`src/rtl/cpu_pkg.sv`:
```
`default_nettype none
// ---------------------------------------------------------------------------
// cpu_pkg : run-controller state codes, entry-point table, shared widths
// Revision: 1.0
// ---------------------------------------------------------------------------
package cpu_pkg;

  localparam int ADDR_W    = 10;
  localparam int PROG_W    = 2;
  localparam int NUM_PROGS = 2 ** PROG_W;

  typedef logic [1:0] state_t;

  localparam state_t IDLE = 2'd0;
  localparam state_t ARM  = 2'd1;
  localparam state_t RUN  = 2'd2;
  localparam state_t DONE = 2'd3;

  // One program entry address per ProgSel value
  localparam logic [ADDR_W-1:0] ENTRY [NUM_PROGS] = '{
    10'h010, 10'h080, 10'h100, 10'h300
  };

endpackage
`default_nettype wire

```
`src/rtl/run_counter.sv`:
```
`default_nettype none
// ---------------------------------------------------------------------------
// run_counter : executed-cycle counter with sync clear, enable, terminal flag
// Revision: 1.0
// ---------------------------------------------------------------------------
module run_counter #(
  parameter int CYCLE_W    = 16,
  parameter int MAX_CYCLES = 50000
) (
  input  logic               clk,
  input  logic               rst,
  input  logic               clr,
  input  logic               en,
  output logic [CYCLE_W-1:0] count,
  output logic               tc
);

  localparam logic [CYCLE_W-1:0] TERMINAL = CYCLE_W'(MAX_CYCLES - 1);

  logic [CYCLE_W-1:0] r_count;

  always_ff @(posedge clk) begin
    if (rst || clr) begin
      r_count <= '0;
    end else if (en) begin
      r_count <= r_count + CYCLE_W'(1);
    end
  end

  assign count = r_count;
  assign tc    = (r_count == TERMINAL);

endmodule
`default_nettype wire

```
`src/rtl/run_ctrl.sv`:
```
`default_nettype none
// ---------------------------------------------------------------------------
// run_ctrl : responder side of the CPU Start/Ack handshake (arm, run, done)
// Revision: 1.0
// ---------------------------------------------------------------------------
module run_ctrl #(
  parameter int CYCLE_W    = 16,
  parameter int MAX_CYCLES = 50000,
  parameter int ADDR_W     = cpu_pkg::ADDR_W,
  parameter int PROG_W     = cpu_pkg::PROG_W
) (
  input  logic               Clk,
  input  logic               Reset,
  input  logic               Start,
  input  logic [PROG_W-1:0]  ProgSel,
  input  logic               Halt,
  input  logic               Stall,
  output logic               Ack,
  output logic               PcInit,
  output logic               PcEn,
  output logic [ADDR_W-1:0]  StartAddr,
  output logic [CYCLE_W-1:0] CycleCount,
  output logic               Timeout
);
  import cpu_pkg::*;

  state_t            r_state;
  state_t            w_next;
  logic              w_tc;
  logic              w_arming;
  logic              w_commit;
  logic              w_count_en;
  logic              w_timeout_hit;
  logic [ADDR_W-1:0] r_start_addr;
  logic              r_timeout;

  always_ff @(posedge Clk) begin
    if (Reset) begin
      r_state <= IDLE;
    end else begin
      r_state <= w_next;
    end
  end

  always_comb begin
    w_next = r_state;
    case (r_state)
      IDLE: if (Start) w_next = ARM;
      ARM:  if (!Start) w_next = RUN;
      RUN: begin
        if (Start) begin
          w_next = ARM;
        end else if (!Stall && (Halt || w_tc)) begin
          w_next = DONE;
        end
      end
      DONE: if (Start) w_next = ARM;
      default: w_next = IDLE;
    endcase
  end

  always_comb begin
    Ack    = 1'b0;
    PcInit = 1'b0;
    PcEn   = 1'b0;
    case (r_state)
      ARM:     PcInit = 1'b1;
      RUN:     PcEn   = !Stall;
      DONE:    Ack    = 1'b1;
      default: ;
    endcase
  end

  // Clearing on entry as well keeps StartAddr/CycleCount valid on the first ARM cycle
  assign w_arming      = (r_state == ARM) || (w_next == ARM);
  assign w_commit      = (r_state == RUN) && !Start && !Stall;
  // A committed Halt always counts; the watchdog cycle itself does not
  assign w_count_en    = w_commit && (Halt || !w_tc);
  assign w_timeout_hit = w_commit && !Halt && w_tc;

  always_ff @(posedge Clk) begin
    if (Reset) begin
      r_start_addr <= '0;
      r_timeout    <= 1'b0;
    end else if (w_arming) begin
      r_start_addr <= ADDR_W'(ENTRY[ProgSel]);
      r_timeout    <= 1'b0;
    end else if (w_timeout_hit) begin
      r_timeout    <= 1'b1;
    end
  end

  run_counter #(
    .CYCLE_W    (CYCLE_W),
    .MAX_CYCLES (MAX_CYCLES)
  ) u_run_counter (
    .clk   (Clk),
    .rst   (Reset),
    .clr   (w_arming),
    .en    (w_count_en),
    .count (CycleCount),
    .tc    (w_tc)
  );

  assign StartAddr = r_start_addr;
  assign Timeout   = r_timeout;

endmodule
`default_nettype wire

```
`config.mk`:
```
export PLATFORM = sky130hd
export DESIGN_NAME = run_ctrl
export DESIGN_NICKNAME = d
export VERILOG_FILES = /design/src/rtl/cpu_pkg.sv /design/src/rtl/run_counter.sv /design/src/rtl/run_ctrl.sv
export SDC_FILE = /design/constraint.sdc
export NUM_CORES = 1
export LEC_CHECK = 0
export CORE_MARGIN = 2
export CORE_UTILIZATION = 41
export CTS_CLUSTER_DIAMETER = 50
export DETAILED_ROUTE_END_ITERATION = 8
export HOLD_SLACK_MARGIN = 0.12
export PLACE_DENSITY_LB_ADDON = 0.3
export REMOVE_ABC_BUFFERS = 1
export SYNTH_ARGS = -nofsm -noshare
export SYNTH_HDL_FRONTEND = slang
export SYNTH_SLANG_ARGS = --single-unit
```
`constraint.sdc`:
```
create_clock -name Clk -period 6.86 [get_ports Clk]
set_clock_uncertainty 0.1 [all_clocks]
set_input_delay 1.372 -clock Clk [delete_from_list [all_inputs] [get_ports Clk]]
set_output_delay 1.372 -clock Clk [all_outputs]
set_load 0.005 [all_outputs]
```
After elaboration in Yosys (flattened, before gate mapping) --
Index checks and enable logic that the tools add are counted.
Word-level totals: word-level logic and storage cells 40, flip-flop bits (word level) 29, input bits 7, output and inout port bits 30
Cells by class: equality and inequality tests 5, $add $sub $neg 1, mux-type cells 11, reduce and logical (&&, ||, !) cells 17, bitwise operators 1, order comparisons 1
Operators with widths (count):
- 10-bit binary-select mux with 2-bit select | 1
- 10-bit two-way mux | 2
- 16-bit by 1-bit adder with 16-bit output (second input constant) | 1
- 16-bit equality test (second input constant) | 1
- 2-bit two-way mux | 4
- 1-bit logical AND | 6
- 2-bit case mux with 3 select lines | 1
- 2-bit by 1-bit equality test with 1-bit output (second input constant) | 2
- 2-bit equality test (second input constant) | 2
- 1-bit logical NOT | 4
- 1-bit logical OR | 4
- 2-bit OR reduction | 2
- 3-bit greater-or-equal comparator (second input constant) | 1
- 1-bit two-way mux | 3
- 2-bit inverter with 3-bit output | 1
- 2-bit logical NOT | 1

Logic depth before layout (Yosys ltp) --
word-level depth 9, gate-level depth with buffers 10, gate-level depth less buffers 7

By module --
From an unflattened synthesis, not the netlist that was laid out.
Unflattened totals: cells, all modules 142, area total of the unflattened synthesis 1217.4 um^2
By module, submodules not included:
- run_counter | seq. area each 320.3 um^2, cells each 84, times used 1, area an instance 744.5 um^2
- run_ctrl | seq. area each 140.1 um^2, cells each 58, times used 1, area an instance 473.0 um^2

Worst setup path before layout --
No wires, ideal clock.
path kind input-to-output, start input port Stall, end output port PcEn, arrival time 1538 ps, stages 1, slack 3850 ps, cell sequence nor2b_1
Between the ends: word-level cells in the longest chain between the ends 2
RTL lines:
- start, declared | line run_ctrl.sv:17 | input logic Stall,
- 1-bit logical NOT | line run_ctrl.sv:68 | RUN: PcEn = !Stall;
- 1-bit two-way mux | line run_ctrl.sv:66 | case (r_state)
- end, declared | line run_ctrl.sv:20 | output logic PcEn,
Every way passes these cells.

Worst setup path in the final report --
Same ends and word-level chain as after synthesis.

==> out/results.ini <==
[outcome]
status=finished clean

[setup_path]
startpoint_type=input port
critPathSlowestCell=clkdlybuf4s50_1
path_cells=clkdlybuf4s50_1 -> nor2b_1 -> clkdlybuf4s50_1
cp-end-kind=output port
cp_max_fo=3
cp_common_cell=clkdlybuf4s50_1
critical_path.max_stage_delay_ps=540
crit_buf_inv=2
cp.arrival_ps=2510
cpLargestDelayFamily=buffers and inverters
crit_type=in -> out
critPathRequiredTime_ps=5390

[clocking]
cts-resized-gates=0
path_clk_slew_ps=130
h-tree-depth=1
clock_sinks=23
cts.path.max_buffers=2
holdBufCountCts=0
clockRootBuffer=clkbuf_4
cts_tree=yes
cts_buffers=3
clk_latency_ps=310
post-cts-setup-buffer-count=0

[global_route]
grt_overflow_total=0
grt_max_degree=18
grt.total_usage=0.161
grt_pass1_vias=1052
grt_pass1_wl_um=4470
antenna_found_initial=0

[floorplanning]
die-area_um2=3630
die_w_um=60.2
core_area_um2=3030
die_h_um=60.2
fp-row-count=20
io_pins=37
initial_core_util=0.428

[power_and_ir_drop]
p_sw_uw=66.2
p_seq_frac=0.578
switching_share=0.272
power.internal_uw=177
ir_worst_vdd_mv=0.0873
combPwrFrac=0.161
p_per_area_nw_per_um2=151
p_leak_nw=0.528
pwr-share-clk=0.261

[yosys]
synth_cell_types=41
ys_seq_area_frac=0.355
netlist_instances=154
syn_avg_cell_area_um2=8.42
synth_area_um2=1300
yosys_warnings=0
synth_seq_cells=23

[placed_design]
dp_worst_setup_slack_ps=2880
dp_hpwl_um=2020
gp_congestion=0.794
place.port_buffers=30

[detailed_routing]
drt-initial-drc-count=18
ant_nets=0
wl_um=2770
drc_errors=0
routed_via_density=5.21
wl_per_cell_um=12.5
vias=1157
dr.pass1.iters=4

[timing]
slew_viol_final=0
final.setup.tns_ps=0
report.final.setup_viol=0
rsz0062_at_grt=no
fin_crit_sh=0.580
hold_viol=0
clock.fmax_mhz=251
worst_slack_ps=2880
worst_slew_pin_slew_ps=594
post-route-min-period_ps=3980
slew_headroom=0.604

[finish]
fin_nets=190
final_common_cell=clkdlybuf4s50_1
antenna_cells=0
post-route-util=0.531
layout_common_cells=clkdlybuf4s50_1 (30), dfxtp_1 (23), nor2_1 (19), nand3_1 (11), xor2_1 (10)
syn_to_final_growth_pct=23.9
drive_above_1_share=0.0506

[worst_hold_path]
hp-class=reg -> reg

[run]
drv_cap=0

registers in the layout, summed over array words and instances (netlist names):
name,count
Timeout,1
u_run_counter.count,16
r_state,2
StartAddr,4
worst paths after layout:
| kind | slack, ps | cells after the start | from | end |
|---|---|---|---|---|
| worst max-delay path | 2880 | 3 | Stall | PcEn |
| worst max register to register | 4250 | 7 | r_state[0] | u_run_counter.count[10] |
| worst min register to register | 400 | 2 | Timeout | Timeout |
| worst min-delay path | 400 | 2 | Timeout | Timeout |
Yosys cell counts, drive strengths merged:
library cell | number | share of area
xor2 | 10 | 0.068
o21ai | 3 | 0.012
a21oi | 5 | 0.022
dfxtp | 23 | 0.36
conb | 1 | 0.0029
nand2b | 1 | 0.0048
ha | 4 | 0.039
a2111oi | 1 | 0.0068
o41ai | 2 | 0.014
or4 | 3 | 0.017
nor2b | 1 | 0.0048
and3 | 3 | 0.014
nor3 | 3 | 0.012
a31o | 1 | 0.0068
and2 | 1 | 0.0048
nand4b | 1 | 0.0068
buf | 10 | 0.055
inv | 8 | 0.023
or4b | 5 | 0.042
and4 | 2 | 0.015
a211oi | 2 | 0.015
xnor2 | 2 | 0.014
nor2 | 20 | 0.060
nand4 | 8 | 0.039
a31oi | 2 | 0.0097
o31ai | 2 | 0.012
nand2 | 6 | 0.017
clkbuf | 5 | 0.014
nand3b | 1 | 0.0058
nand3 | 11 | 0.042
nor4 | 3 | 0.026
or3 | 3 | 0.014
o21a | 1 | 0.0058
power by group through the flow:
stage          registers, mW  clock network [mW]  logic [mW]
2_1_floorplan          0.143                   0      0.0214
3_3_place_gp           0.143                   0      0.0380
3_5_place_dp           0.143                   0      0.0391
4_1_cts                0.140              0.0656      0.0394
5_1_grt                0.141              0.0717      0.0439
6_report               0.141              0.0635      0.0392
area by class of cell:
cell class / count / area (um^2)
fillers: 298 / 1420
repair buffers: 30 / 300
well taps: 44 / 55.1
clock buffers: 4 / 26.3
flip-flops and latches: 23 / 460
multi-input cells: 113 / 734
inverters: 8 / 30.0
tightest hold or removal path: stages, from the launching register on:
cell	delay, ps
dfxtp_1	370
a31oi_1	50
nor2_1	70
per-stage QoR:
stage / power [mW] / area (um^2) / instances / hold WS, ps
after floorplan: 0.164 / 1220 / 144 / 361
after global placement: 0.181 / 1580 / 218 / 373
after detailed placement: 0.182 / 1580 / 218 / 384
after CTS: 0.245 / 1610 / 222 / 414
after global routing: 0.257 / 1610 / 222 / 451
final: 0.243 / 1610 / 222 / 404
per-layer routing:
metal,vias to the layer above,GRT usage,part of all wire
met3,4,0.0281,0.037
met2,26,0.256,0.48
met1,542,0.206,0.47
met5,-,0,0
li1,585,-,-
met4,0,0.0825,0.012
cells by family (layout without fill, tap and decap cells):
kind of cell,count (synthesis),in the layout,share of synthesized area
compound gates,19,19,0.103
simple gates,72,72,0.326
xor+xnor,12,12,0.0811
flops,23,23,0.355
buf+inv,23,42,0.0927
fa+ha+maj,4,4,0.0386
other cells,1,6,0.00289
No activity file was read; power rests on OpenSTA's default activity.
